## config.mk

```make
export PLATFORM = sky130hd
export DESIGN_NAME = mmu_table_loader
export DESIGN_NICKNAME = d
export VERILOG_FILES = /design/src/rtl/mmu_table_loader.sv
export SDC_FILE = /design/constraint.sdc
export NUM_CORES = 1
export LEC_CHECK = 0
export CELL_PAD_IN_SITES_DETAIL_PLACEMENT = 0
export CELL_PAD_IN_SITES_GLOBAL_PLACEMENT = 2
export CORE_ASPECT_RATIO = 0.9
export CORE_MARGIN = 10
export CORE_UTILIZATION = 30
export CTS_CLUSTER_DIAMETER = 40
export DETAILED_ROUTE_END_ITERATION = 12
export PLACE_DENSITY_LB_ADDON = 0.3
export SLEW_MARGIN = 20
export SYNTH_ARGS = -nofsm -noshare
export SYNTH_HDL_FRONTEND = slang
export SYNTH_SLANG_ARGS = --single-unit
```

## constraint.sdc

```tcl
create_clock -name CLKX4 -period 2.5 [get_ports CLKX4]
set_input_delay 0.5 -clock CLKX4 [delete_from_list [all_inputs] [get_ports CLKX4]]
set_output_delay 0.5 -clock CLKX4 [all_outputs]
set_load 0.02 [all_outputs]
```

## src/rtl/mmu_table_loader.sv

```systemverilog
// Fills the 256x8 MMU mapping RAM with the default translation map after reset,
// and refills a single task on request through a START/BUSY/DONE handshake.
module mmu_table_loader #(
    parameter int         WR_CYCLES = 2,
    parameter logic [1:0] RAM_SEL   = 2'b10,
    parameter logic [1:0] ROM_SEL   = 2'b00,
    parameter bit         BOOT_FILL = 1'b1
) (
    input  logic       CLKX4,
    input  logic       RESET,
    input  logic       START,
    input  logic [4:0] TASK,
    output logic       BUSY,
    output logic       DONE,
    output logic       CPU_nRESET,
    output logic       RAM_OWN,
    output logic [7:0] RAM_ADDR,
    output logic [7:0] RAM_DATA,
    output logic       RAM_DATA_OE,
    output logic       RAM_nWR
);

    typedef enum logic [2:0] {
        ST_IDLE,
        ST_SETUP,
        ST_STROBE,
        ST_HOLD,
        ST_NEXT,
        ST_BOOT_INIT
    } state_t;

    localparam logic [3:0] STROBE_LAST = 4'(WR_CYCLES - 1);

    state_t     state_reg, state_next;
    logic [7:0] ptr_reg, ptr_next;
    logic       boot_mode_reg, boot_mode_next;
    logic [3:0] strobe_cnt_reg, strobe_cnt_next;
    logic       busy_reg, busy_next;
    logic       done_reg, done_next;
    logic       cpu_nreset_reg, cpu_nreset_next;
    logic [7:0] addr_reg, addr_next;
    logic [7:0] data_reg, data_next;
    logic       oe_reg, oe_next;
    logic       nwr_reg, nwr_next;
    logic       last_entry;

    // Low-half slots map to RAM, high-half to ROM; bit 5 mirrors slot[0] for identity A13.
    function automatic logic [7:0] entry_of(input logic [2:0] slot);
        return {(slot[2] ? ROM_SEL : RAM_SEL), slot[0], 2'b00, slot};
    endfunction

    assign last_entry = boot_mode_reg ? (ptr_reg == 8'hFF) : (ptr_reg[2:0] == 3'b111);

    always_ff @(posedge CLKX4 or posedge RESET) begin
        if (RESET) begin
            state_reg      <= ST_BOOT_INIT;
            ptr_reg        <= 8'h00;
            boot_mode_reg  <= 1'b0;
            strobe_cnt_reg <= 4'd0;
            busy_reg       <= BOOT_FILL;
            done_reg       <= 1'b0;
            cpu_nreset_reg <= 1'b0;
            addr_reg       <= 8'h00;
            data_reg       <= 8'h00;
            oe_reg         <= 1'b0;
            nwr_reg        <= 1'b1;
        end else begin
            state_reg      <= state_next;
            ptr_reg        <= ptr_next;
            boot_mode_reg  <= boot_mode_next;
            strobe_cnt_reg <= strobe_cnt_next;
            busy_reg       <= busy_next;
            done_reg       <= done_next;
            cpu_nreset_reg <= cpu_nreset_next;
            addr_reg       <= addr_next;
            data_reg       <= data_next;
            oe_reg         <= oe_next;
            nwr_reg        <= nwr_next;
        end
    end

    always_comb begin
        state_next      = state_reg;
        ptr_next        = ptr_reg;
        boot_mode_next  = boot_mode_reg;
        strobe_cnt_next = strobe_cnt_reg;
        busy_next       = busy_reg;
        done_next       = 1'b0;
        cpu_nreset_next = cpu_nreset_reg;
        addr_next       = addr_reg;
        data_next       = data_reg;
        oe_next         = oe_reg;
        nwr_next        = 1'b1;

        case (state_reg)
            ST_BOOT_INIT: begin
                if (BOOT_FILL) begin
                    ptr_next       = 8'h00;
                    boot_mode_next = 1'b1;
                    state_next     = ST_SETUP;
                    addr_next      = 8'h00;
                    data_next      = entry_of(3'b000);
                    oe_next        = 1'b1;
                    busy_next      = 1'b1;
                end else begin
                    state_next      = ST_IDLE;
                    cpu_nreset_next = 1'b1;
                    busy_next       = 1'b0;
                    oe_next         = 1'b0;
                end
            end
            ST_IDLE: begin
                busy_next = 1'b0;
                oe_next   = 1'b0;
                if (START) begin
                    ptr_next       = {TASK, 3'b000};
                    boot_mode_next = 1'b0;
                    state_next     = ST_SETUP;
                    addr_next      = {TASK, 3'b000};
                    data_next      = entry_of(3'b000);
                    oe_next        = 1'b1;
                    busy_next      = 1'b1;
                end
            end
            ST_SETUP: begin
                state_next      = ST_STROBE;
                strobe_cnt_next = 4'd0;
                nwr_next        = 1'b0;
            end
            ST_STROBE: begin
                if (strobe_cnt_reg == STROBE_LAST) begin
                    state_next = ST_HOLD;
                end else begin
                    strobe_cnt_next = strobe_cnt_reg + 4'd1;
                    nwr_next        = 1'b0;
                end
            end
            ST_HOLD: begin
                // The NEXT decision is folded into this edge so each entry costs WR_CYCLES+2.
                if (last_entry) begin
                    state_next      = ST_IDLE;
                    busy_next       = 1'b0;
                    oe_next         = 1'b0;
                    cpu_nreset_next = 1'b1;
                    done_next       = ~boot_mode_reg;
                end else begin
                    ptr_next   = ptr_reg + 8'd1;
                    state_next = ST_SETUP;
                    addr_next  = ptr_reg + 8'd1;
                    data_next  = entry_of(ptr_reg[2:0] + 3'd1);
                    oe_next    = 1'b1;
                end
            end
            default: begin
                state_next = ST_IDLE;
                busy_next  = 1'b0;
                oe_next    = 1'b0;
            end
        endcase
    end

    assign BUSY        = busy_reg;
    assign RAM_OWN     = busy_reg;
    assign DONE        = done_reg;
    assign CPU_nRESET  = cpu_nreset_reg;
    assign RAM_ADDR    = addr_reg;
    assign RAM_DATA    = data_reg;
    assign RAM_DATA_OE = oe_reg;
    assign RAM_nWR     = nwr_reg;

endmodule

```

# --- Yosys cells after proc, flatten, opt, wreduce, memory -nomap -nowiden ---
# Cells that the tools add are included.
op_classes:
  mux: 25
  n_bitwise: 2
  add_sub_neg: 3
  reduce_logical: 11
  eq_ne: 12
op_table:
  columns: ["cell", "n"]
  rows:
  - ["$pmux 8 s3", 2]
  - ["$mux 8", 4]
  - ["$pmux 3 s5", 1]
  - ["$ne 2x2->1 const B", 5]
  - ["$reduce_and 2->1", 5]
  - ["$mux 1", 9]
  - ["$add 8x1->8 const B", 1]
  - ["$eq 8x8->1 const B", 1]
  - ["$pmux 1 s4", 2]
  - ["$pmux 4 s2", 1]
  - ["$eq 3x2->1 const B", 2]
  - ["$eq 3x3->1 const B", 2]
  - ["$mux 3", 2]
  - ["$add 4x1->4 const B", 1]
  - ["$eq 4x1->1 const B", 1]
  - ["$mux 4", 1]
  - ["$pmux 1 s2", 2]
  - ["$reduce_bool 2->1", 2]
  - ["$add 3x1->3 const B", 1]
  - ["$eq 3x1->1 const B", 1]
  - ["$logic_not 3->1", 1]
  - ["$reduce_and 3->1", 1]
  - ["$reduce_bool 3->1", 1]
  - ["$mux 2", 1]
  - ["2 further kinds", 3]
word_totals:
  word_cells: 63
  ff_bits: 29

# --- Longest topological paths before layout ---
# Gate-level depths: netlist (run 1).
logic_depth:
  word_depth: 4
  ltp_mapped: 7
  ltp_nobuf: 6

# --- Worst setup path before layout (run 1) ---
# Ideal clock, no wire load.
synth_path:
  kind: "register to register"
  startpoint: "register RAM_ADDR[0] (netlist name)"
  endpoint: "register addr_reg[3] (netlist: RAM_ADDR[3])"
  t_arrival_ns: 1.767
  synth_period_minus_slack_ns: 1.889
  path_buffers: 1
  slack_ns: 0.611
  path_stages_with_launch: 8
  setup_time_ns: 0.122
  path_cell_list: "dfrtp_1 > ha_1 > ha_1 > nor2b_1 > a211oi_2 > buf_2 > o21ai_0 > o2bb2ai_1"
synth_lines:
  columns: ["item", "line", "rtl"]
  rows:
  - ["to (signal assigned)", "75", "addr_reg <= addr_next;"]
  - ["to (decl)", "41", "logic [7:0] addr_reg, addr_next;"]

# --- Worst setup path after layout (run 1) ---
layout_path:
  startpoint: "register busy_reg (netlist: BUSY)"
  endpoint: "output RAM_OWN"
layout_lines:
  columns: ["item", "line", "rtl"]
  rows:
  - ["from (decl)", "38", "logic busy_reg, busy_next;"]
  - ["from (signal assigned)", "72", "busy_reg <= busy_next;"]
  - ["to (decl)", "16", "output logic RAM_OWN,"]
# No word-level cell between the ends.

==> results.cfg, run 1 <==
[clock_tree]
cts_root_buf = clkbuf_8
cts_resized = 0
cts_buffers = 3
ctsHoldBuffers = 0
cts_sinks = 25
cts_max_path_buffers = 2
cts_tree = done
cts.htree.levels = 1
cts_setup_buffers = 0
clock_latency_ns = 0.27
path_clk_slew_ns = 0.09

[die]
die_h_um = 83.3
num_io_pins = 30
fp.dieW_um = 90.3
coreArea_um2 = 4180
rows = 22
initial_core_util = 0.319
die_area_um2 = 7520

[worst_setup_path]
startpoint = BUSY
critPathSlowestCell = clkdlybuf4s50_1
required_ns = 2.00
worstRegToRegCells = 5
crit_path_end_kind = primary output
r2r_start = state_reg[0]
start_kind = flip-flop
cp_data_arrival_time_ns = 1.46
critPathKind = flip-flop to primary output
worstPathMaxFanout = 5
max_stage_delay_ns = 0.61
cp_num_cells = 1
cp_top_family = buffers and inverters
crit_buf_inv = 1
crit_chain = clkdlybuf4s50_1

[synth]
ys.flop_type = dfrtp_1
synth_area_um2 = 1340
postSynthAreaPerCell_um2 = 9.67
synthDistinctLibCells = 40
postSynthCellCount = 138
synthSimpleGateAreaFrac = 0.152
ys_ff_latch = 25
synth_compound_area_frac = 0.233
synth-xor-area-share = 0
muxShareOfSynthArea = 0.0159
ys_seq_area_frac = 0.472
synth_top_family_by_area = compound AO/OA/AOI/OAI gates
synth.yosys.warnings = 0
synthAdderAreaFrac = 0.0375
synth_edf_count = 0
async_reset_ff_frac = 1.00

[route]
antenna_left = 0
routedWlPerCell_um = 14.3
highest_layer = met4
wirelength_um = 3190
m1WireLength_um = 1520
drtIter0Drc = 52
wl_met2_um = 1450
drc = 0
dr_wl_met3_um = 205
vias = 1081
drt-pass1-iter-count = 4
viasPerCell = 4.85

[power_and_ir_drop]
p_leak_nw = 0.702
power_density_nw_per_um2 = 992
ir_drop_uv = 346

[sta]
rsz0062_at_grt = false
final_max_slew_viol_count = 0
setup-tns-final_ns = 0
fin_skew_ns = 0.00405
finalSetupViolCount = 0
hold_viol_final = 0
timing.fmax_mhz = 512
min_period_ns = 1.96
fin_ws_ns = 0.545
holdWs_ns = 0.479
fin_crit_sh = 0.782

[grt]
grt_pass1_vias = 1070
grt_pass1_wl_um = 5400
grt_overflow = 0
grt_start_max_net_pins = 16
antenna_found_initial = 0
grtUsageTotal = 0.0850

[hold_path]
hold_path.class = flip-flop to flip-flop
hold_start = CPU_nRESET
holdPathStages = 1

[layout]
layout-drive-gt1-share = 0.0920
syn_to_final_growth_pct = 25.8
layout.nets = 176
diodes = 0
largest_reg_flops = 8

[placed_design]
io_buffers = 26
routabilityCongestion = 0.716
place_ws_ns = 0.572
hpwlAfterDp_um = 2350

[run]
maxCapViolCount = 0

[status]
outcome = finished clean
==> Yosys cell counts (2+ instances only) <==
master,number,share of area
nand3_1,4,0.015
o21ai_0,10,0.037
nand2_1,10,0.028
buf_2,2,0.0075
clkbuf_1,3,0.0084
nand2b_1,2,0.0094
buf_4,5,0.028
o2bb2ai_1,5,0.033
buf_6,2,0.017
nor3_1,3,0.011
dfstp_2,4,0.079
o22ai_1,2,0.0094
dfrtp_1,21,0.39
ha_1,4,0.037
nor4_1,3,0.014
o21a_1,2,0.011
and4_1,2,0.013
inv_1,9,0.025
nor2_1,9,0.025
a21oi_1,12,0.045
a22o_1,5,0.033
==> where the power goes <==
group | internal [W] | total [W] | switching [W]
combinational | 0.000342 | 0.000729 | 0.000387
clock | 0.000113 | 0.000244 | 0.000132
sequential | 0.000539 | 0.000692 | 0.000153
total | 0.000994 | 0.00167 | 0.000672
==> layout by cell type (no fill, tap or decap), types with 2 or more instances in the layout <==
cell type and count:
buf_4 4, o21ai_0 10, clkbuf_8 3, o2bb2ai_1 5, o22ai_1 2, nand3_1 4
ha_1 4, nand2_1 10, dfrtp_1 21, nor4_1 3, and4_1 2, inv_1 9
o21a_1 2, a21oi_1 12, a22o_1 5, nor3_1 3, dfstp_2 4, nand2b_1 2
conb_1 4, clkdlybuf4s50_1 26, nor2_1 9
==> final cells by class <==
type | instances | area (µm²)
clock buffer | 3 | 41.3
clock inverter | 1 | 7.51
fill | 431 | 2500
inverter | 9 | 33.8
multi-input combinational | 95 | 601
sequential | 25 | 631
tap | 60 | 75.1
timing repair buffer | 30 | 290
==> routing by layer <==
| layer | GRT usage | up-vias |
|---|---|---|
| met5 | 0 | - |
| met4 | 0.0172 | 0 |
| met3 | 0.0342 | 2 |
| met2 | 0.131 | 27 |
| met1 | 0.109 | 514 |
| li1 | - | 538 |
==> per-stage QoR <==
| stage | std cells | util | area [µm²] | total power (W) |
|---|---|---|---|---|
| floorplan | 141 | - | 1350 | 0.00116 |
| global placement | 219 | 0.390 | 1630 | 0.00144 |
| detailed placement | 219 | 0.390 | 1630 | 0.00144 |
| CTS | 223 | 0.401 | 1680 | 0.00169 |
| global route | 223 | 0.401 | 1680 | 0.00180 |
| finish | 223 | 0.401 | 1680 | 0.00167 |
==> worst paths after layout <==
path | slack [ns] | end
setup / recovery | 0.54 | RAM_OWN
hold / removal | 0.48 | CPU_nRESET
setup reg to reg | 0.66 | RAM_ADDR[0]
hold reg to reg | 0.48 | CPU_nRESET
max in group asynchronous | 1.31 | BUSY
min in group asynchronous | 0.54 | RAM_ADDR[1]
==> cells by family after synthesis <==
family	Yosys count
AOI/OAI and AO/OA	45
and+or+nand+nor	40
DFF	25
buffers and inverters	21
adders and majority gates	4
muxes	2
other	1
Note: power is estimated with default switching activity, not from simulation.
==> inputs of run 2 (changes only) <==
clock period = 1.8 ns   (was 2.5 ns; I/O delays follow)
==> results.cfg, run 2 (synthesis results as in run 1) <==
[route]
highest_layer = met4
wl_met2_um = 1380
antenna_left = 0
vias = 1104
routedWlPerCell_um = 14.4
dr_wl_met3_um = 190
m1WireLength_um = 1720
viasPerCell = 4.78
drt-pass1-iter-count = 4
drtIter0Drc = 72
wirelength_um = 3320
drc = 0

[layout]
syn_to_final_growth_pct = 33.4
design_area_um2 = 1780
final_common_cell = clkdlybuf4s50_1
layout-drive-gt1-share = 0.152
largest_reg_flops = 8
layout.nets = 184
diodes = 0
final_cell_mix = clkdlybuf4s50_1 (22), dfrtp_1 (19), a21oi_1 (12)
fin_util = 0.426
fill_cells = 433

[worst_setup_path]
r2r_start = RAM_ADDR[0]
cp_top_family = buffers and inverters
crit_path_end_kind = primary output
critPathKind = flip-flop to primary output
start_kind = flip-flop
required_ns = 1.44
crit_chain = clkdlybuf4s50_1
max_stage_delay_ns = 0.60
critPathSlowestCell = clkdlybuf4s50_1
worstPathMaxFanout = 1
startpoint = RAM_nWR
cp_data_arrival_time_ns = 1.40
crit_buf_inv = 1

[grt]
grt_start_max_net_pins = 26
grt_pass1_wl_um = 5520
grt_pass1_vias = 1119
grt_overflow = 0
antenna_found_initial = 0
grtUsageTotal = 0.0876

[clock_tree]
cts_buffers = 3
cts_max_path_buffers = 2
path_clk_slew_ns = 0.09
cts_sinks = 25
ctsHoldBuffers = 0
cts_setup_buffers = 0
clock_latency_ns = 0.27
cts.htree.levels = 1
cts_tree = done
cts_root_buf = clkbuf_8

[sta]
min_period_ns = 1.76
timing.fmax_mhz = 569
fin_crit_sh = 0.976
finalSetupViolCount = 0
hold_viol_final = 0
setup-tns-final_ns = 0
fin_skew_ns = 0.00337
final_max_slew_viol_count = 0
fin_ws_ns = 0.0427
rsz0062_at_grt = false

[die]
fp.dieW_um = 90.3
die_h_um = 83.3
coreArea_um2 = 4180
die_area_um2 = 7520
initial_core_util = 0.319
num_io_pins = 30
rows = 22

[power_and_ir_drop]
ir_drop_uv = 819
p_leak_nw = 0.783
power_density_nw_per_um2 = 1350

[placed_design]
place_ws_ns = 0.0719
io_buffers = 26
hpwlAfterDp_um = 2420
routabilityCongestion = 0.714
post_dp_cell_area_um2 = 1730

[status]
outcome = finished clean

[run]
maxCapViolCount = 0

[hold_path]
hold_path.class = input pin to async pin
-- run 2: repair_timing --
| item | 4_1_cts | 5_1_grt |
|---|---|---|
| hold endpoints to repair | 0 | 0 |
| resized for setup | 2 | 2 |
| pin swaps | 0 | 0 |
| setup endpoints to repair | 2 | 2 |
-- run 2: power by group --
group | switching, W | internal, W | leakage (nW)
Sequential | 0.000187 | 0.000751 | 0.318
Combinational | 0.000588 | 0.000540 | 0.442
Clock | 0.000186 | 0.000158 | 0.0228
Total | 0.000961 | 0.00145 | 0.783
-- run 2: layout make-up --
class                   instances  area, µm²  area share
clock buffers                   4       45.0      0.0253
inverters                       9       33.8      0.0190
multi-input cells              95        628       0.353
flip-flops and latches         25        633       0.356
well taps                      60       75.1      0.0422
repair buffers                 38        365       0.205
-- run 2: path summary, 6_finish.rpt --
| check | end | slack, ns | depth (start not counted) |
|---|---|---|---|
| worst min-delay path | RAM_DATA[7] | 0.44 | 3 |
| max in group asynchronous | state_reg[0] | 1.06 | 3 |
| worst max register to register | RAM_ADDR[0] | 0.07 | 7 |
| worst max-delay path | RAM_nWR | 0.04 | 1 |
| worst min register to register | CPU_nRESET | 0.48 | 1 |
| min in group CLKX4 | CPU_nRESET | 0.48 | 1 |
-- run 2: per-stage QoR --
step,hold WS [ns],power (W),cells
global route,0.482,0.00260,231
finish,0.443,0.00241,231
CTS,0.458,0.00244,231
detailed placement,0.464,0.00211,227
global placement,0.461,0.00210,227
floorplan,0.384,0.00163,141
-- run 2: metal layers --
layer / up-vias / global-route usage
met2: 39 / 0.124
li1: 549 / -
met3: 2 / 0.0261
met1: 514 / 0.122
met5: - / 0
met4: 0 / 0.0302
